### config.mk
export PLATFORM = sky130hd
export DESIGN_NAME = fanout_frontend_np
export DESIGN_NICKNAME = d
export VERILOG_FILES = /design/src/rtl/fanout_frontend_np.sv
export SDC_FILE = /design/constraint.sdc
export NUM_CORES = 1
export LEC_CHECK = 0
export ABC_AREA = 1
export BUFFER_PORTS_ARGS = -buffer_cell sky130_fd_sc_hd__buf_4
export CAP_MARGIN = 10
export CORE_UTILIZATION = 35
export CTS_CLUSTER_SIZE = 14
export DETAILED_ROUTE_END_ITERATION = 7
export GPL_TIMING_DRIVEN = 0
export HOLD_SLACK_MARGIN = 0.02
export SETUP_SLACK_MARGIN = 0.02
export SLEW_MARGIN = 20
export SYNTH_ARGS = -nofsm -noshare
export SYNTH_HDL_FRONTEND = slang
export SYNTH_SLANG_ARGS = --single-unit
### constraint.sdc
create_clock -name clock -period 2.3 [get_ports clock]
set_input_delay 0.23 -clock clock [delete_from_list [all_inputs] [get_ports clock]]
set_output_delay 0.23 -clock clock [all_outputs]
set_load 0.02 [all_outputs]
### src/rtl/fanout_frontend_np.sv
// fanout_frontend_np: N-path fan-out front-end; forwards IDs, rewrites the path-length
// field and captures routing words into slots that are requested to the back-end in order.
package fanout_frontend_np_pkg;
    localparam int WIDTH_DATA = 32;
    typedef logic [1:0] bit2_t;
    typedef struct packed {
        logic v;
        logic a;
        logic r;
        logic [WIDTH_DATA-1:0] d;
    } FTk_t;
    typedef struct packed {
        logic n;
        logic t;
        logic v;
        logic c;
    } BTk_t;
endpackage

module fanout_frontend_np
    import fanout_frontend_np_pkg::*;
#(
    parameter int NUM_PATH = 2,
    parameter int NUM_IDS = 3,
    parameter int LEN_LSB = 8,
    parameter int LEN_W = 8,
    localparam int IW = $clog2(NUM_PATH),
    localparam int PW = $clog2(NUM_PATH + 1)
) (
    input  logic                           clock,
    input  logic                           reset,
    input  FTk_t                           I_FTk,
    output BTk_t                           O_BTk,
    output FTk_t                           O_FTk,
    input  BTk_t                           I_BTk,
    output logic                           O_Req,
    input  logic                           I_Ack,
    input  logic                           I_Full_Buff,
    output logic                           O_We_BUFF_ID,
    output logic                           O_We_BUFF,
    output logic                           O_Unit_Length,
    output logic [NUM_PATH*WIDTH_DATA-1:0] O_PATH,
    output logic [IW-1:0]                  O_Rd_Idx,
    output logic [PW-1:0]                  O_Pend,
    input  logic                           is_Busy,
    output logic                           O_NWe,
    input  bit2_t                          I_InC,
    output bit2_t                          O_InC
);
    localparam int CW = $clog2(NUM_IDS + 1);
    typedef enum logic [2:0] {INIT, ST_ID, ATTR, RUN, TERM} state_t;
    state_t state, state_nxt;
    logic [CW-1:0] id_cnt, id_cnt_nxt;
    logic acq, rls, rls_out, cap, ack_ok, long_q, long_nxt, r_full, we_buff_nxt, unit_nxt;
    logic [LEN_W-1:0] len;
    logic [IW-1:0] wr_idx;
    logic [PW-1:0] pend_nxt;
    FTk_t ftk_nxt, attr_word;
    BTk_t btk_q;

    assign acq = I_FTk.v & I_FTk.a & ~I_FTk.r;
    assign rls = I_FTk.v & I_FTk.a & I_FTk.r;
    assign rls_out = O_FTk.v & O_FTk.a & O_FTk.r & ~r_full;
    assign len = I_FTk.d[LEN_LSB +: LEN_W];
    assign cap = (state == RUN) & I_FTk.v & ~rls & ~is_Busy & (O_Pend < PW'(NUM_PATH));
    assign ack_ok = I_Ack & (O_Pend != '0);
    assign pend_nxt = O_Pend + PW'(cap) - PW'(ack_ok);
    assign O_Req = cap | (O_Pend != '0);
    assign O_We_BUFF_ID = id_cnt != '0;
    assign O_InC = I_InC;

    always_comb begin
        attr_word = I_FTk;
        attr_word.d[LEN_LSB +: LEN_W] = len - LEN_W'(1);
    end

    // INIT passes upstream back-pressure straight through; elsewhere it is registered
    always_comb begin
        O_BTk = (state == INIT) ? I_BTk : btk_q;
        O_BTk.n = (state == INIT) ? (I_BTk.n | r_full)
                                  : (r_full | (O_Pend == PW'(NUM_PATH)) | O_We_BUFF);
    end

    always_comb begin
        state_nxt = state;
        id_cnt_nxt = id_cnt;
        ftk_nxt = '0;
        long_nxt = long_q;
        we_buff_nxt = 1'b0;
        unit_nxt = I_FTk.v ? 1'b0 : O_Unit_Length;
        case (state)
            INIT: if (acq) begin
                state_nxt = ST_ID;
                id_cnt_nxt = CW'(1);
                ftk_nxt = I_FTk;
            end
            ST_ID: if (I_FTk.v) begin
                ftk_nxt = I_FTk;
                id_cnt_nxt = id_cnt + CW'(1);
                state_nxt = (id_cnt == CW'(NUM_IDS - 1)) ? ATTR : ST_ID;
            end
            ATTR: if (I_FTk.v & ~r_full) begin
                state_nxt = RUN;
                long_nxt = len != '0;
                we_buff_nxt = len != '0;
                unit_nxt = len == '0;
                ftk_nxt = (len != '0) ? attr_word : '0;
            end
            RUN: begin
                ftk_nxt = ((cap & long_q) | rls) ? I_FTk : '0;
                state_nxt = (cap & (pend_nxt == PW'(NUM_PATH))) ? TERM : RUN;
            end
            TERM: begin
                ftk_nxt = rls ? I_FTk : '0;
                state_nxt = (pend_nxt == '0) ? INIT : TERM;
            end
            default: state_nxt = INIT;
        endcase
        if ((state inside {ATTR, RUN, TERM}) && rls_out) state_nxt = INIT;
        if (state_nxt == INIT && state != INIT) id_cnt_nxt = '0;
    end

    always_ff @(posedge clock) begin
        if (reset) begin
            state <= INIT;
            id_cnt <= '0;
            O_FTk <= '0;
            long_q <= 1'b0;
            O_We_BUFF <= 1'b0;
            O_Unit_Length <= 1'b0;
            r_full <= 1'b0;
            btk_q <= '0;
            O_Pend <= '0;
            O_PATH <= '0;
            wr_idx <= '0;
            O_Rd_Idx <= '0;
            O_NWe <= 1'b0;
        end else begin
            state <= state_nxt;
            id_cnt <= id_cnt_nxt;
            O_FTk <= ftk_nxt;
            long_q <= long_nxt;
            O_We_BUFF <= we_buff_nxt;
            O_Unit_Length <= unit_nxt;
            r_full <= I_Full_Buff;
            btk_q <= (state == ST_ID) ? '0 : I_BTk;
            O_Pend <= pend_nxt;
            if (cap) begin
                O_PATH[int'(wr_idx)*WIDTH_DATA +: WIDTH_DATA] <= I_FTk.d;
                wr_idx <= (wr_idx == IW'(NUM_PATH - 1)) ? '0 : wr_idx + IW'(1);
            end
            if (ack_ok) O_Rd_Idx <= (O_Rd_Idx == IW'(NUM_PATH - 1)) ? '0 : O_Rd_Idx + IW'(1);
            O_NWe <= (rls & is_Busy & (state inside {INIT, ST_ID, ATTR})) ? 1'b1
                   : (~is_Busy | (state inside {RUN, TERM})) ? 1'b0 : O_NWe;
        end
    end
endmodule

==> results of run 1 <==
-- report_power, final --
group / internal, mW / switching (mW) / total [mW]
clock: 1.95 / 0.929 / 2.88
combinational: 0.169 / 0.255 / 0.424
sequential: 2.04 / 0.0215 / 2.07
total: 4.16 / 1.21 / 5.37
-- cell type report --
| cell class | count | area share |
|---|---|---|
| plain buffers | 28 | 0.0255 |
| clock buffers | 19 | 0.0690 |
| clock inverters | 13 | 0.0322 |
| inverters | 65 | 0.0388 |
| multi-input cells | 300 | 0.255 |
| flip-flops and latches | 116 | 0.362 |
| well taps | 168 | 0.0327 |
| repair buffers | 158 | 0.185 |
-- per-layer routing --
layer | routed length [µm] | vias to the layer above | global-route usage
met5 | 0 | - | 0
met4 | 180 | 0 | 0.0816
met3 | 858 | 16 | 0.0632
met2 | 5960 | 138 | 0.328
met1 | 5790 | 1869 | 0.254
li1 | - | 2031 | -
-- through the flow --
| stage | utilization | setup TNS (ns) |
|---|---|---|
| floorplan | - | 0 |
| global placement | 0.474 | 0 |
| detailed placement | 0.474 | -0.107 |
| CTS | 0.528 | 0 |
| global route | 0.532 | 0 |
| finish | 0.532 | 0 |
-- worst max path at each step --
stage / cells after the start / start / end / slack, ns
after floorplan: 17 / O_Pend[1]$_SDFF_PP0_ / id_cnt[0]$_SDFFE_PP0P_ / 0.25
after global placement: 18 / I_FTk[34] / id_cnt[0]$_SDFFE_PP0P_ / 0.02
after detailed placement: 18 / I_FTk[34] / id_cnt[0]$_SDFFE_PP0P_ / -0.06
after CTS: 16 / state[0]$_SDFF_PP0_ / id_cnt[0]$_SDFFE_PP0P_ / 0.03
after global routing: 17 / state[2]$_SDFF_PP0_ / id_cnt[0]$_SDFFE_PP0P_ / 0.02
final: 15 / state[2]$_SDFF_PP0_ / id_cnt[0]$_SDFFE_PP0P_ / 0.14
-- cell families (layout without fill, tap and decap cells) --
family	count (synthesis)	count (layout)
AOI/OAI and AO/OA	159	159
xor gates and xnor gates	4	4
adders and majority gates	5	5
buffers and inverters	93	283
DFF	116	116
and+or+nand+nor	132	132
-- flip-flops by register name, indices dropped and copies added, names as in the netlist --
signal         flops
wr_idx             1
state              3
btk_q              3
O_Pend             2
O_NWe              1
id_cnt             2
O_FTk             35
O_PATH            64
long_q             1
r_full             1
O_We_BUFF          1
O_Unit_Length      1
O_Rd_Idx           1
-- cells in the final DEF, fill, tap and decap left out, types with 11 or more instances in the layout --
master     count
a21oi_1       80
buf_2         11
buf_4        160
clkbuf_1      11
clkbuf_16     17
dfxtp_1      113
inv_1         59
nand2_1       45
nor2_1        28
nor3_2        21
o21ai_0       55
o21ai_1       21
-- worst min-delay path: cells and delay by family --
family,cells,cell delay [ns]
buffers and inverters,2,0.15
AND/OR/NAND/NOR,1,0.04
-- repair_timing --
| item | in CTS | in global routing |
|---|---|---|
| endpoints found under the setup margin | 2 | 4 |
| gates resized for setup | 1 | 12 |
| setup buffers | 0 | 3 |
| endpoints found under the hold margin | 0 | 0 |
| pin swaps | 0 | 5 |
==> flow_summary.toml, run 1 <==
[setup_path]
worstPathCellList = "inv_2 > nand4_1 > nor2_4 > inv_4 > ha_1 > inv_1 > ha_2 > inv_2 > nand3_1 > nand2_1 > nand2_1 > a21oi_2 > nand3_1 > nand2_1 > nor2_1"
regToRegSetupSlack_ns = 0.14
path_common_cell = "nand2_1"
cp_slowest_stage_delay_ns = 0.33
crit_buf_inv = 4
end_kind = "flip-flop"
start_kind = "flip-flop"
ff2ff_path_depth = 15
slowest_stage = "dfxtp_2"
critical_path_required_ns = 2.60
path_class = "reg -> reg"
crit_arrival_ns = 2.45
path_delay_family = "simple AND/OR/NAND/NOR gates"
worstPathMaxFanout = 4
r2r-start = "state[2]$_SDFF_PP0_"
r2r_end = "id_cnt[0]$_SDFFE_PP0P_"

[logic_synthesis]
synth_seq_cells = 116
synth.largest_area_cell = "dfxtp_1"
synth_xor_area_frac = 0.00807
synth_mux_area_frac = 0
netlist_area_um2 = 4340
ys.flop_type = "dfxtp_1"
synth_area_leaders = "dfxtp_1 (53%), a21oi_1 (9.3%), o21ai_0 (6.3%), inv_1 (5.3%), nor3_2 (4.8%)"
synth_top_family_by_area = "compound AO/OA/AOI/OAI gates"
async_flop_share = 0
synth_cell_types = 28
synth_fa_ha_area_frac = 0.0144
syn_inst = 509
yosysWarnings = 0
yosys.area.top_type_share = 0.535
synth-edff-count = 0
syn_avg_cell_area_um2 = 8.53
yosysSeqAreaShare = 0.535
synthSimpleGateAreaFrac = 0.164
yosysMostFrequentCell = "dfxtp_1"
yosys-top-cells-count = "dfxtp_1 (116), a21oi_1 (81), inv_1 (61)"
synth_fp_nets = 560
synth-compound-area-share = 0.184

[floorplanning]
die_w_um = 113
core_area_um2 = 12100
fp-row-count = 40
fp.dieH_um = 113
initial_utilization = 0.360
ios = 159
die_area_um2 = 12900

[routing]
num_vias = 4054
drt_iter0_drc = 166
ant_nets = 0
drc = 0
drtPass1Iterations = 5
wl_per_cell_um = 14.8
vias_per_cell = 4.68
wirelength_um = 12800

[timing]
fmax_ghz = 0.464
worst_slack_ns = 0.145
fin_crit_sh = 0.937
slew_headroom = 0.438
hold_viol = 0
worstMarginPinSlew_ns = 0.837
rsz0062_at_grt = "false"
clock_skew_ns = 0.00703
fin_crit_ns = 2.16
setup_violations = 0
whs_ns = 0.0576
final_max_slew_viol_count = 0

[placed_design]
io_buffer_count = 155
place_area_um2 = 5720
place_congestion = 0.847
dp_hpwl_um = 9300
pre_cts_slack_ns = -0.0577
dp_cells = 832

[power]
cellPowerDensity_nw_per_um2 = 836
ir_drop_mv = 0.432
power.total_mw = 5.37
power.leakage_nw = 3.05

[clocking]
cts-root-buf = "clkbuf_16"
clock-sinks = 116
clockBufferDepth = 2
h-tree-depth = 4
cts.clk_slew.worst_paths_ns = 0.06
cts_buffers = 17
hold_buffers = 0
cts_tree = "done"
clk_latency_ns = 0.40

[global_routing]
gr-total-overflow = 0
antenna_found_initial = 0
first_global_vias = 4045
groute.usage.overall = 0.204
grt_max_degree = 17
grt_pass1_wl_um = 20100

[layout]
final_area_um2 = 6420
finalNonFillerCells = 867
fillers = 1129
nNetsFinal = 737
area_growth_syn_to_layout_pct = 47.9
drive_gt1_frac = 0.361
multi_input_area_um2 = 1640
diodes = 0
regArea_um2 = 2330

[hold_path]
worstHoldPathCells = 3
hold_path_class = "in -> reg"
worstHoldStart = "I_Full_Buff"
hold_end = "r_full$_SDFF_PP0_"

[run_status]
outcome = "finished clean"

[job]
drv_cap = 0
(Power assumes the default switching activity.)
==> run 2, diff against run 1 <==
Settings changed: RECOVER_POWER set to 25.
==> flow_summary.toml, run 2 (same netlist as run 1, synthesis figures left out) <==
[layout]
nNetsFinal = 737
top_register = "O_PATH"
diodes = 0
largestRegisters = "O_PATH (64), O_FTk (35)"
final_cell_mix = "dfxtp_1 (113), buf_4 (104), a21oi_1 (80)"
drive_gt1_frac = 0.279
post-route-util = 0.515
area_growth_syn_to_layout_pct = 43.0
largest_reg_flops = 64
final_common_cell = "dfxtp_1"

[global_routing]
gr-usage-met3 = 0.0632
grt.busiest_layer = "met2"
grt_max_degree = 17
gr-total-overflow = 0
first_global_vias = 4045
grt_pass1_wl_um = 20100
met1_usage = 0.254
groute.usage.overall = 0.204
antenna_found_initial = 0
grtUsageMet2 = 0.328

[setup_path]
r2r-start = "state[2]$_SDFF_PP0_"
ff2ff_path_depth = 15
end_kind = "flip-flop"
path_class = "reg -> reg"
crit_arrival_ns = 2.46
regToRegSetupSlack_ns = 0.14
r2r_end = "id_cnt[0]$_SDFFE_PP0P_"
worstPathMaxFanout = 4
start_kind = "flip-flop"
critical_path_required_ns = 2.60

[clocking]
clock-sinks = 116
clockBufferDepth = 2
h-tree-depth = 4
cts.clk_slew.worst_paths_ns = 0.06
cts-root-buf = "clkbuf_16"
clk_latency_ns = 0.40
cts_buffers = 17
cts_tree = "done"

[timing]
fmax_ghz = 0.463
worstMarginPinSlew_ns = 0.804
fin_crit_ns = 2.16
slew_headroom = 0.464
fin_crit_sh = 0.939
hold_viol = 0
whs_ns = 0.0578
setup_violations = 0
rsz0062_at_grt = "false"
fin_setup_tns_ns = 0
clock_skew_ns = 0.00595
final_max_slew_viol_count = 0

[routing]
vias_per_cell = 4.68
drc = 0
drtPass1Iterations = 4
ant_nets = 0
num_vias = 4056
wirelength_um = 12800
drt_iter0_drc = 208
wl_per_cell_um = 14.7

[hold_path]
worstHoldPathCells = 3
hold_path_class = "in -> reg"
worstHoldStart = "I_Full_Buff"
hold_end = "r_full$_SDFF_PP0_"

[run_status]
outcome = "finished clean"

[floorplanning]
core_area_um2 = 12100
ios = 159
die_w_um = 113
die_area_um2 = 12900
initial_utilization = 0.360
fp-row-count = 40
fp.dieH_um = 113

[job]
drv_cap = 0

[placed_design]
dp_hpwl_um = 9300
io_buffer_count = 155
place_congestion = 0.847

[power]
cellPowerDensity_nw_per_um2 = 862
power.leakage_nw = 2.81
power.total_mw = 5.35
ir_drop_mv = 0.432
run 2: routing by layer:
layer / vias to the layer above / routed length, µm
li1: 2032 / -
met1: 1865 / 5760
met2: 141 / 5960
met3: 18 / 864
met4: 0 / 193
met5: - / 0
run 2: worst max-delay path by stage:
stage	start	to	slack [ns]	cells after the start
2_1_floorplan	O_Pend[1]$_SDFF_PP0_	id_cnt[0]$_SDFFE_PP0P_	0.25	17
3_3_place_gp	I_FTk[34]	id_cnt[0]$_SDFFE_PP0P_	0.02	18
3_5_place_dp	I_FTk[34]	id_cnt[0]$_SDFFE_PP0P_	-0.06	18
4_1_cts	state[0]$_SDFF_PP0_	id_cnt[0]$_SDFFE_PP0P_	0.03	16
5_1_grt	state[2]$_SDFF_PP0_	id_cnt[0]$_SDFFE_PP0P_	0.02	17
6_report	state[2]$_SDFF_PP0_	id_cnt[0]$_SDFFE_PP0P_	0.14	15
run 2: final cells by class:
class                           instances  area, µm²
Timing Repair Buffer                  158        976
Inverter                               65        249
Sequential cell                       116       2330
Fill cell                            1182       5850
Multi-Input combinational cell        300       1640
Tap cell                              168        210
Buffer                                 28        163
Clock inverter                         13        206
Clock buffer                           19        443
run 2: worst max-delay path, stage by stage (launching register included):
cell	delay (ns)
dfxtp_2	0.33
inv_2	0.08
nand4_1	0.14
nor2_4	0.21
inv_4	0.07
ha_1	0.27
inv_1	0.06
ha_2	0.26
inv_2	0.08
nand3_1	0.07
nand2_1	0.06
nand2_1	0.08
a21oi_2	0.13
nand3_1	0.08
nand2_1	0.09
nor2_1	0.05
run 2: timing repair:
action	4_1_cts	5_1_grt
resized for setup	1	12
pin swaps	0	5
hold endpoints to repair	0	0
setup buffers	0	3
endpoints found under the setup margin	2	4
hold buffers	0	0
run 2: power breakdown:
group / switching, mW / internal (mW) / leakage, nW
sequential: 0.0210 / 2.04 / 0.939
combinational: 0.255 / 0.155 / 1.57
clock: 0.931 / 1.95 / 0.301
run 2: per-stage QoR:
step	worst slack (ns)	cells	area (µm²)
floorplan	0.247	509	4340
global placement	0.0232	832	5720
detailed placement	-0.0577	832	5720
CTS	0.0288	864	6370
global route	0.0173	867	6210
finish	0.139	867	6210
